File: src/rtl/conv_channel_accumulator_if.sv
// Handshake bundle between the stage-3 adder and the channel accumulator.
// The upstream side is the master and the accumulator is the slave.
interface conv_channel_accumulator_if #(
  parameter int IN_W   = 19,
  parameter int BIAS_W = 16,
  parameter int OUT_W  = 16
);
  logic                     in_valid;
  logic signed [IN_W-1:0]   in_data;
  logic signed [BIAS_W-1:0] bias;
  logic                     relu_en;
  logic                     out_valid;
  logic signed [OUT_W-1:0]  out_data;
  logic                     out_sat;
  logic                     busy;

  modport master (
    output in_valid, in_data, bias, relu_en,
    input  out_valid, out_data, out_sat, busy
  );

  modport slave (
    input  in_valid, in_data, bias, relu_en,
    output out_valid, out_data, out_sat, busy
  );
endinterface

File: src/rtl/conv_channel_accumulator.sv
// Sums NUM_CH channel partial sums plus bias, then rounds, scales, optionally
// rectifies and saturates into one OUT_W activation per group.
module conv_channel_accumulator #(
  parameter int IN_W   = 19,
  parameter int NUM_CH = 3,
  parameter int BIAS_W = 16,
  parameter int ACC_W  = 24,
  parameter int SHIFT  = 6,
  parameter int OUT_W  = 16
) (
  input logic                      clk,
  input logic                      reset,
  conv_channel_accumulator_if.slave bus
);

  localparam int CW = (NUM_CH > 1) ? $clog2(NUM_CH) : 1;
  // One guard bit so adding the rounding constant can never wrap.
  localparam int RW = ACC_W + 1;
  localparam logic signed [RW-1:0] HALF =
    (SHIFT > 0) ? (RW'(1) <<< (SHIFT > 0 ? SHIFT - 1 : 0)) : '0;
  localparam logic signed [RW-1:0] OMAX = RW'((64'sd1 <<< (OUT_W - 1)) - 64'sd1);
  localparam logic signed [RW-1:0] OMIN = -OMAX - RW'(1);

  function automatic logic signed [RW-1:0] round_shift(input logic signed [ACC_W-1:0] x);
    logic signed [RW-1:0] xe;
    xe = {x[ACC_W-1], x};
    return (xe + HALF) >>> SHIFT;
  endfunction

  // Returns {sat, data}; ReLU takes priority and never flags saturation.
  function automatic logic [OUT_W:0] saturate(input logic signed [RW-1:0] r, input logic relu);
    if (relu && (r < 0))
      return {1'b0, {OUT_W{1'b0}}};
    else if (r > OMAX)
      return {1'b1, OMAX[OUT_W-1:0]};
    else if (r < OMIN)
      return {1'b1, OMIN[OUT_W-1:0]};
    else
      return {1'b0, r[OUT_W-1:0]};
  endfunction

  logic        [CW-1:0]    ch_cnt_p0;
  logic signed [ACC_W-1:0] acc_p0;
  logic signed [ACC_W-1:0] acc_next;
  logic signed [ACC_W-1:0] final_p1;
  logic                    relu_p1;
  logic                    pend_p1;
  logic                    out_valid_p2;
  logic signed [OUT_W-1:0] out_data_p2;
  logic                    out_sat_p2;
  logic                    first_beat;
  logic                    last_beat;
  logic        [OUT_W:0]   sat_res;
  logic signed [ACC_W-1:0] data_ext;
  logic signed [ACC_W-1:0] bias_ext;

  always_comb begin
    first_beat = (ch_cnt_p0 == '0);
    last_beat  = (ch_cnt_p0 == CW'(NUM_CH - 1));
    data_ext   = {{(ACC_W-IN_W){bus.in_data[IN_W-1]}}, bus.in_data};
    bias_ext   = {{(ACC_W-BIAS_W){bus.bias[BIAS_W-1]}}, bus.bias};
    acc_next   = first_beat ? (bias_ext + data_ext) : (acc_p0 + data_ext);
    sat_res    = saturate(round_shift(final_p1), relu_p1);
  end

  always_ff @(posedge clk) begin
    if (reset) begin
      ch_cnt_p0    <= '0;
      acc_p0       <= '0;
      final_p1     <= '0;
      relu_p1      <= 1'b0;
      pend_p1      <= 1'b0;
      out_valid_p2 <= 1'b0;
      out_data_p2  <= '0;
      out_sat_p2   <= 1'b0;
    end else begin
      // p2: post stage consumes the pending result; data holds between pulses
      out_valid_p2 <= pend_p1;
      if (pend_p1) begin
        out_data_p2 <= sat_res[OUT_W-1:0];
        out_sat_p2  <= sat_res[OUT_W];
        pend_p1     <= 1'b0;
      end else begin
        out_sat_p2  <= 1'b0;
      end
      // p0/p1: accumulate; a last beat re-arms pend in the same cycle it drains
      if (bus.in_valid) begin
        if (last_beat) begin
          final_p1  <= acc_next;
          relu_p1   <= bus.relu_en;
          pend_p1   <= 1'b1;
          acc_p0    <= '0;
          ch_cnt_p0 <= '0;
        end else begin
          acc_p0    <= acc_next;
          ch_cnt_p0 <= ch_cnt_p0 + CW'(1);
        end
      end
    end
  end

  assign bus.out_valid = out_valid_p2;
  assign bus.out_data  = out_data_p2;
  assign bus.out_sat   = out_sat_p2;
  assign bus.busy      = (ch_cnt_p0 != '0) | pend_p1;

endmodule

File: src/flat_wrapper.sv
// flat-port wrapper written by rule: the top's interface ports become plain ports
module conv_channel_accumulator_flat 
#(
  parameter int IN_W   = 19,
  parameter int NUM_CH = 3,
  parameter int BIAS_W = 16,
  parameter int ACC_W  = 24,
  parameter int SHIFT  = 6,
  parameter int OUT_W  = 16
)
  (clk, reset, bus_in_valid, bus_in_data, bus_bias, bus_relu_en, bus_out_valid, bus_out_data, bus_out_sat, bus_busy);
  conv_channel_accumulator_if #(.IN_W(IN_W), .BIAS_W(BIAS_W), .OUT_W(OUT_W)) bus_i ();
  input logic clk;
  input logic reset;
  input wire logic [$bits(bus_i.in_valid)-1:0] bus_in_valid;
  input wire logic [$bits(bus_i.in_data)-1:0] bus_in_data;
  input wire logic [$bits(bus_i.bias)-1:0] bus_bias;
  input wire logic [$bits(bus_i.relu_en)-1:0] bus_relu_en;
  output wire logic [$bits(bus_i.out_valid)-1:0] bus_out_valid;
  output wire logic [$bits(bus_i.out_data)-1:0] bus_out_data;
  output wire logic [$bits(bus_i.out_sat)-1:0] bus_out_sat;
  output wire logic [$bits(bus_i.busy)-1:0] bus_busy;
  assign bus_i.in_valid = bus_in_valid;
  assign bus_i.in_data = bus_in_data;
  assign bus_i.bias = bus_bias;
  assign bus_i.relu_en = bus_relu_en;
  assign bus_out_valid = bus_i.out_valid;
  assign bus_out_data = bus_i.out_data;
  assign bus_out_sat = bus_i.out_sat;
  assign bus_busy = bus_i.busy;
  conv_channel_accumulator #(.IN_W(IN_W), .NUM_CH(NUM_CH), .BIAS_W(BIAS_W), .ACC_W(ACC_W), .SHIFT(SHIFT), .OUT_W(OUT_W)) u_core (.clk(clk), .reset(reset), .bus(bus_i));
endmodule
File: config.mk
export PLATFORM = sky130hd
export DESIGN_NAME = conv_channel_accumulator_flat
export DESIGN_NICKNAME = d
export VERILOG_FILES = /design/src/rtl/conv_channel_accumulator_if.sv /design/src/rtl/conv_channel_accumulator.sv /design/src/flat_wrapper.sv
export SDC_FILE = /design/constraint.sdc
export NUM_CORES = 1
export LEC_CHECK = 0
export CORE_MARGIN = 1.5
export CORE_UTILIZATION = 40
export CTS_CLUSTER_DIAMETER = 30
export CTS_CLUSTER_SIZE = 10
export DETAILED_ROUTE_END_ITERATION = 10
export DONT_BUFFER_PORTS = 1
export PLACE_DENSITY = 0.51
export REMOVE_ABC_BUFFERS = 1
export SLEW_MARGIN = 25
export SYNTH_ARGS = -nofsm -noshare
export SYNTH_HDL_FRONTEND = slang
export SYNTH_SLANG_ARGS = --single-unit
File: constraint.sdc
create_clock -name clk -period 4.9 [get_ports clk]
set_input_delay 0.49 -clock clk [delete_from_list [all_inputs] [get_ports clk]]
set_output_delay 0.49 -clock clk [all_outputs]
set_load 0.005 [all_outputs]
==> flow_summary.ini, run 1 <==
[outcome]
status = finished, final reports clean

[timing]
setup_viol = 0
post-route-min-period_ps = 2860
hold_viol_final = 0
max-slew-margin-rel = 0.422
fin_hold_ws_ps = 218
rsz0062_at_grt = false
max_freq_mhz = 349
clock_skew_ps = 5.63
fin_crit_sh = 0.584
report.final.slew_viol_count = 0
tns_ps = 0
worst_pin_slew_ps = 867

[layout]
fill_cells = 1268
fin_nets = 702
layout-drive-gt1-share = 0.0483
final_common_cell = a21oi_1
syn_to_final_growth_pct = 7.09
n_antenna_cell = 0
final_cell_mix = a21oi_1 (67), dfxtp_1 (65), nor2_1 (60), nand2_1 (57), ha_1 (43)

[floorplan]
start_util = 0.411
fp.dieH_um = 114
ios = 58
num_rows = 40
die_area_um2 = 13000
fp.dieW_um = 114
core_area_um2 = 12000

[clocking]
cts_max_level = 3
clkLatencyLatePin_ps = 340
cts-buffers-inserted = 9
cts_tree = built
cts_resized = 0
path_clk_slew_ps = 50
cts_root_buffer = clkbuf_16
cts_buffer_depth = 2
post-cts-setup-buffers = 0
cts_sinks = 65
cts_hold_buf = 0

[logic_synthesis]
avgSynthCellArea_um2 = 7.82
seq_area_frac_synth = 0.263
synth-edff-count = 0
syn_area_um2 = 4940
synth.distinct_cells = 61
ys_warn_count = 0
synth_flop_cell = dfxtp_1
async_reset_ff_frac = 0
syn_inst = 632
synth_seq_cells = 65

[pwr]
power.density_nw_per_um2 = 307
vdd_drop_max_v = 0.000186
leakagePower_nw = 2.09

[placement]
gp_congestion = 0.844
io_buffers = 0
dp_hpwl_um = 9650

[global_routing]
grt_antenna_before_repair = 0
grt_pass1_wl_um = 21200
grtUsageTotal = 0.208
grt_max_degree = 57
grt_pass1_vias = 4198
grt_overflow = 0

[worst_setup_path]
critPathLaunchType = register
cp_max_fo = 4
crit_type = reg2reg
cp-end-kind = register
cp.arrival_ps = 3080
worstPathRequired_ps = 5120

[routing]
routed_wl_um = 12800
drc = 0
route.vias.total = 4369
drt_first_pass_iters = 4
viasPerCell = 5.69
drt_iter0_drc = 232
routedWlPerCell_um = 16.7
ant_nets = 0

[hold_path]
hold_path_class = in2reg

[flow_run]
drv_cap = 0
layer usage:
metal	part of all wire	vias to the layer above	global-route usage
met1	0.48	2001	0.275
li1	-	2261	-
met4	0.017	0	0.0767
met3	0.054	12	0.0397
met2	0.45	95	0.337
met5	0	-	0
critical path, stage by stage (launching register included):
cell and delay, ps:
dfxtp_1 340, ha_1 180, inv_1 60, fa_1 390
nor2b_1 120, o21ai_0 100, a21o_1 240, a211o_1 300
a211oi_1 300, o21ai_0 130, a21oi_1 270, mux2i_1 230
nand3_1 90
report_power, final:
group	switching, mW	internal, mW	leakage, nW
sequential	0.0251	0.560	0.529
combinational	0.262	0.188	1.44
clock	0.223	0.365	0.129
worst paths after layout:
kind              depth (start not counted)  slack, ps                end         startpoint
setup reg to reg                         12       2040  u_core.acc_p0[22]   u_core.acc_p0[0]
setup / recovery                         12       2040  u_core.acc_p0[22]   u_core.acc_p0[0]
hold reg to reg                           2        450  u_core.acc_p0[19]  u_core.acc_p0[19]
hold / removal                            1        220   u_core.acc_p0[3]              reset
cell usage after synthesis (3+ instances only):
cell type  count  area, um2
a211oi_1      14        105
o211ai_1       4       30.0
inv_1         17       63.8
nand2_1       57        214
a31oi_1        5       31.3
nor3_1        28        140
or3_1         10       62.6
and3_1         6       37.5
dfxtp_1       65       1300
nand3b_1       3       22.5
xor2_1        21        184
o21bai_1       4       30.0
o31ai_1        3       22.5
nor3b_1        3       22.5
a21o_1        12       90.1
mux2i_1        7       70.1
o21ai_0       31        155
nand3_1       19       95.1
nand4_1        4       25.0
clkbuf_1      20       75.1
a32oi_1        5       43.8
and4_1         6       52.6
ha_1          43        538
nor2b_1       16        100
o21a_1         6       45.0
nand2b_1      11       68.8
or2_2          3       18.8
a21oi_1       67        335
o22ai_1        4       25.0
buf_1          3       11.3
and2_1         3       18.8
nor2_1        61        229
xnor2_1       30        263
sequential cells by signal (all words and copies together) (netlist names):
register and count:
u_core.acc_p0 24, u_core.final_p1 19, u_core.bus.out_data 16, u_core.ch_cnt_p0 2, u_core.bus.out_sat 1, u_core.bus.out_valid 1
u_core.pend_p1 1, u_core.relu_p1 1
per-stage QoR:
step           cell area [um2]  setup slack [ps]  instances   util  power [mW]
3_5_place_dp              5030              1910        754  0.418        1.04
3_3_place_gp              5030              1990        754  0.418        1.04
6_report                  5290              2040        768  0.441        1.62
5_1_grt                   5290              1840        768  0.441        1.72
2_1_floorplan             4830              2260        606      -       0.938
4_1_cts                   5290              2050        768  0.440        1.63
cell families after synthesis:
logic type	share of synthesized area
AND/OR/NAND/NOR	0.248
AO/OA/AOI/OAI	0.228
flip-flops	0.263
XOR/XNOR	0.0904
adder cells (fa/ha/maj)	0.117
buffers and inverters	0.0347
multiplexers	0.0187
final cells by class:
| type | count | area [um2] | share of cell area |
|---|---|---|---|
| multi-input combinational | 524 | 3470 | 0.656 |
| tap | 147 | 184 | 0.0348 |
| sequential | 65 | 1300 | 0.246 |
| inverter | 17 | 63.8 | 0.0121 |
| timing repair buffer | 1 | 7.51 | 0.00142 |
| clock buffer | 14 | 264 | 0.0499 |
(Power assumes the default switching activity.)
==> inputs of run 2 (changes only) <==
- clock period: 4.9 -> 2.65 ns (I/O delays scaled with it)
==> run 2 against run 1 <==
Against the previous run:
- critical path depth is the same
- clock skew shrank 2.9 ps
- critical endpoint unchanged
- register-to-register slack lost 2000 ps
- utilization grew 1.9 points
- largest cell class unchanged
- global-route usage shrank 0.27 points
- clock power grew 110%
- final area grew 4.3%
- critical path type unchanged
- hold slack lost 200 ps
- via count grew 1.4%
- sequential share of layout area shrank 0.99 points
==> flow_summary.ini, run 2 (synthesized netlist as in run 1, its figures left out) <==
[layout]
regMostFlops = u_core.acc_p0
largest_reg_flops = 24
fin_nets = 719
fill_cells = 1205
n_antenna_cell = 0
final_common_cell = dfxtp_1
layout-drive-gt1-share = 0.0984
final_cell_mix = dfxtp_1 (64), a21oi_1 (63), nor2_1 (61), nand2_1 (56), ha_1 (42)
syn_to_final_growth_pct = 11.7
final-instance-count-excl-fill = 787

[placement]
place_inst = 768
dp_hpwl_um = 9690
io_buffers = 0
gp_congestion = 0.833

[worst_setup_path]
max_stage_delay_ps = 350
rrSetupSlack_ps = 80
startpoint = u_core.acc_p0[0]
slowest_stage = dfxtp_2
path_cells = ha_4 -> inv_2 -> fa_2 -> nor2b_1 -> o21ai_1 -> a21o_1 -> a211o_1 -> a211oi_2 -> o21ai_1 -> a21oi_2 -> mux2i_1 -> nand3_1
cp-end-kind = register
crit_type = reg2reg
critPathLaunchType = register
cp_max_fo = 4
path_delay_family = compound AO/OA/AOI/OAI gates
worstReg2RegStart = u_core.acc_p0[0]
reg2reg_to = u_core.acc_p0[22]
worst-r2r-cell-count = 12
worstPathBufferInverterCount = 1
cp.arrival_ps = 2790
worstPathRequired_ps = 2870
cpMostUsedCell = o21ai_1

[clocking]
cts_root_buffer = clkbuf_16
cts_sinks = 65
cts_tree = built
cts_buffer_depth = 2
cts-buffers-inserted = 9
cts_max_level = 3
path_clk_slew_ps = 60
clkLatencyLatePin_ps = 340

[floorplan]
fp.dieW_um = 114
core_area_um2 = 12000
start_util = 0.411
die_area_um2 = 13000
fp.dieH_um = 114
num_rows = 40
ios = 58

[outcome]
status = finished, final reports clean

[timing]
setup_viol = 0
worst_pin_slew_ps = 706
max-slew-margin-rel = 0.529
max_freq_mhz = 389
post-route-min-period_ps = 2570
report.final.slew_viol_count = 0
fin_crit_sh = 0.969
clock_skew_ps = 2.75
fin_hold_ws_ps = 15.1
hold_viol_final = 0
rsz0062_at_grt = true

[hold_path]
hold_path_class = in2reg
hold_start = reset
whs_path_depth = 1
hold_path_end = u_core.final_p1[10]

[pwr]
leakagePower_nw = 2.20
vdd_drop_max_v = 0.000372
power_mw = 3.21
power.density_nw_per_um2 = 581

[routing]
drc = 0
routedWlPerCell_um = 16.7
drt_iter0_drc = 189
viasPerCell = 5.63
ant_nets = 0
routed_wl_um = 13100
route.vias.total = 4431
drt_first_pass_iters = 4

[global_routing]
grtUsageTotal = 0.205
grt_antenna_before_repair = 0
grt_pass1_wl_um = 20900
grt_overflow = 0
grt_pass1_vias = 4227
grt_max_degree = 48

[flow_run]
drv_cap = 0
-- run 2: cell count changes in the layout (fill, tap and decap cells not counted), moves of 3 or more --
cell / delta
a21oi_1: -4
o21ai_0: -4
buf_4: +15
o21ai_1: +3
a21oi_2: +4
-- run 2: how the worst max path moves through the flow --
stage,to,depth (start not counted)
2_1_floorplan,u_core.final_p1[20],12
3_3_place_gp,u_core.acc_p0[22],12
3_5_place_dp,u_core.acc_p0[22],12
4_1_cts,u_core.acc_p0[18],13
5_1_grt,u_core.acc_p0[22],12
6_report,u_core.acc_p0[22],12
-- run 2: area by class of cell --
cell class	count	area [um2]	area share
Multi-Input combinational cell	524	3530	0.640
Sequential cell	65	1300	0.236
Clock buffer	11	243	0.0440
Tap cell	147	184	0.0333
Timing Repair Buffer	18	140	0.0254
Inverter	17	63.8	0.0116
Clock inverter	5	55.1	0.00998
-- run 2: stage by stage --
stage	TNS, ps	instance area, um2	utilization	worst slack (ps)
floorplan	0	4830	-	181
global placement	0	5130	0.427	8.27
detailed placement	-42.5	5130	0.427	-39.3
CTS	0	5460	0.454	14.7
global route	-54.0	5520	0.459	-39.3
finish	0	5520	0.459	81.2
-- run 2: worst reg2reg max path, cell delays in order (launching register included) --
cell	delay (ps)
dfxtp_2	350
ha_4	140
inv_2	30
fa_2	330
nor2b_1	120
o21ai_1	90
a21o_1	210
a211o_1	350
a211oi_2	240
o21ai_1	110
a21oi_2	190
mux2i_1	210
nand3_1	80
-- run 2: power by group --
part | internal, mW | switching (mW)
Sequential | 1.03 | 0.0400
Clock | 0.751 | 0.470
Combinational | 0.389 | 0.522
Total | 2.17 | 1.03
-- run 2: layer usage --
layer	routed length (um)	vias up	track usage
li1	-	2300	-
met1	6270	2005	0.261
met2	5890	101	0.339
met3	573	25	0.0371
met4	399	0	0.0942
met5	0	-	0
-- run 2: timing repair --
action                     4_1_cts  5_1_grt
gates resized for setup          4       18
hold endpoints to repair        10        0
pin swaps                        1       14
hold buffers                     2        0
setup endpoints to repair        3       15
buffers inserted                 0        1
==> inputs of run 3 (changes only) <==
==> constraint.sdc (replaced) <==
create_clock -name clk -period 2.65 [get_ports clk]
set_input_delay 0 -clock clk [delete_from_list [all_inputs] [get_ports clk]]
set_output_delay 0 -clock clk [all_outputs]
set_load 0.005 [all_outputs]
==> run 3 against run 2 <==
Against the previous run:
- non-clock buffer count up 6
- sequential share of layout area down 0.30 points
- sequential power about the same
- clock power up 6%
- clock-buffer cell count up 1
- utilization up 0.59 points
- hold slack worse by 14 ps
- final area up 1.3%
- setup slack better by 52 ps
- final cell count up 0.64%
- combinational power up 3.8%
==> flow_summary.ini, run 3 (synthesized netlist as in run 1, its figures left out) <==
[layout]
n_antenna_cell = 0
fin_util = 0.465
design_area_um2 = 5590
final_cell_mix = dfxtp_1 (64), a21oi_1 (63), nor2_1 (61), nand2_1 (57), ha_1 (42)
final-instance-count-excl-fill = 792
regMostFlops = u_core.acc_p0
syn_to_final_growth_pct = 13.1
fill_cells = 1267
layout-drive-gt1-share = 0.0946
regArea_um2 = 1300
largest_reg_flops = 24
fin_nets = 725
multi_input_area_um2 = 3520
final_common_cell = dfxtp_1

[placement]
gp_congestion = 0.829
dp_hpwl_um = 9850
dpl-instance-area_um2 = 5130
place_inst = 768
io_buffers = 0

[clocking]
cts_max_level = 3
cts_root_buffer = clkbuf_16
cts-buffers-inserted = 9
path_clk_slew_ps = 60
clkLatencyLatePin_ps = 340
cts_sinks = 65
cts_tree = built
cts_buffer_depth = 2

[timing]
clock_skew_ps = 7.32
fin_crit_sh = 0.950
max_freq_mhz = 397
post-route-min-period_ps = 2520
worst_pin_slew_ps = 891
hold_viol_final = 0
report.final.slew_viol_count = 0
setup_viol = 0
max-slew-margin-rel = 0.404

[routing]
route.vias.total = 4523
ant_nets = 0
viasPerCell = 5.71
drt_iter0_drc = 222
drt_first_pass_iters = 4
drc = 0
routedWlPerCell_um = 17.3
routed_wl_um = 13700

[floorplan]
die_area_um2 = 13000
fp.dieH_um = 114
ios = 58
fp.dieW_um = 114
start_util = 0.411
num_rows = 40
core_area_um2 = 12000

[worst_setup_path]
crit_type = reg2reg
worstPathRequired_ps = 2870
cp.arrival_ps = 2740
critPathLaunchType = register
cp_max_fo = 3
cp-end-kind = register

[pwr]
power.density_nw_per_um2 = 593
p_sw_frac = 0.310
combPwrFrac = 0.285
vdd_drop_max_v = 0.000307
leakagePower_nw = 2.24
seqPwrFrac = 0.324
internal_power_mw = 2.29
p_switching_mw = 1.03
clkPwrFrac = 0.390

[global_routing]
grtUsageTotal = 0.218
grt_max_degree = 52
grt_pass1_wl_um = 22100
grt_antenna_before_repair = 0
grt_overflow = 0
grt_pass1_vias = 4339

[flow_run]
drv_cap = 0

[hold_path]
hold_path_class = in2reg

[outcome]
status = finished, final reports clean
==> run 3: cell types whose count changed in the layout (fill, tap and decap cells not counted), sizes merged <==
cell / delta
clkbuf: +1
bufinv: +1
dlygate4sd3: +3
clkinvlp: -2
clkinv: -1
buf: +3
==> run 3: path summary, 6_finish.rpt <==
path                                        start           endpoint  slack, ps  depth (start not counted)
worst max-delay path             u_core.acc_p0[0]  u_core.acc_p0[22]        130                         12
worst min-delay path                        reset  u_core.acc_p0[23]          1                          3
worst max register to register   u_core.acc_p0[0]  u_core.acc_p0[22]        130                         12
worst min register to register  u_core.acc_p0[21]  u_core.acc_p0[21]        460                          2
==> run 3: final cells by class <==
class | count | area share
clock inverters | 3 | 0.0116
repair buffers | 24 | 0.0367
flip-flops and latches | 65 | 0.233
clock buffers | 12 | 0.0441
multi-input cells | 524 | 0.630
well taps | 147 | 0.0329
inverters | 17 | 0.0114
==> run 3: critical path, cell delays in order, from the launching register on <==
cell,delay (ps)
dfxtp_2,350
ha_4,140
inv_1,50
fa_2,340
nor2b_1,120
o21ai_1,80
a21o_1,220
a211o_1,310
a211oi_2,200
o21ai_1,100
a21oi_2,200
mux2i_1,210
nand3_1,90
==> run 3: what timing repair did <==
action / in CTS / in global routing
endpoints found under the setup margin: 8 / 21
hold buffers: 6 / 0
hold endpoints to repair: 52 / 0
buffers inserted: 3 / 0
resized for setup: 2 / 18
pin swaps: 3 / 8
==> run 3: per-layer routing <==
layer / vias up / wire (um) / track usage
li1: 2306 / - / -
met1: 2065 / 6330 / 0.284
met2: 131 / 6350 / 0.357
met3: 21 / 728 / 0.0360
met4: 0 / 312 / 0.0917
met5: - / 0 / 0
==> run 3: through the flow <==
stage / TNS (ps) / setup WS, ps / hold WS (ps) / total power [mW]
3_3_place_gp: -6.62 / -6.62 / 75.0 / 1.95
6_report: 0 / 133 / 1.32 / 3.32
2_1_floorplan: 0 / 181 / 69.1 / 1.74
3_5_place_dp: -125 / -69.3 / 78.3 / 1.96
5_1_grt: -31.8 / -12.6 / 22.7 / 3.49
4_1_cts: -33.4 / -33.4 / 22.4 / 3.30
==> run 3: power by group through the flow <==
stage	sequential, mW	clock (mW)	combinational (mW)
floorplan	1.09	0	0.649
global placement	1.09	0	0.860
detailed placement	1.09	0	0.865
CTS	1.07	1.31	0.921
global route	1.08	1.36	1.05
finish	1.08	1.29	0.947
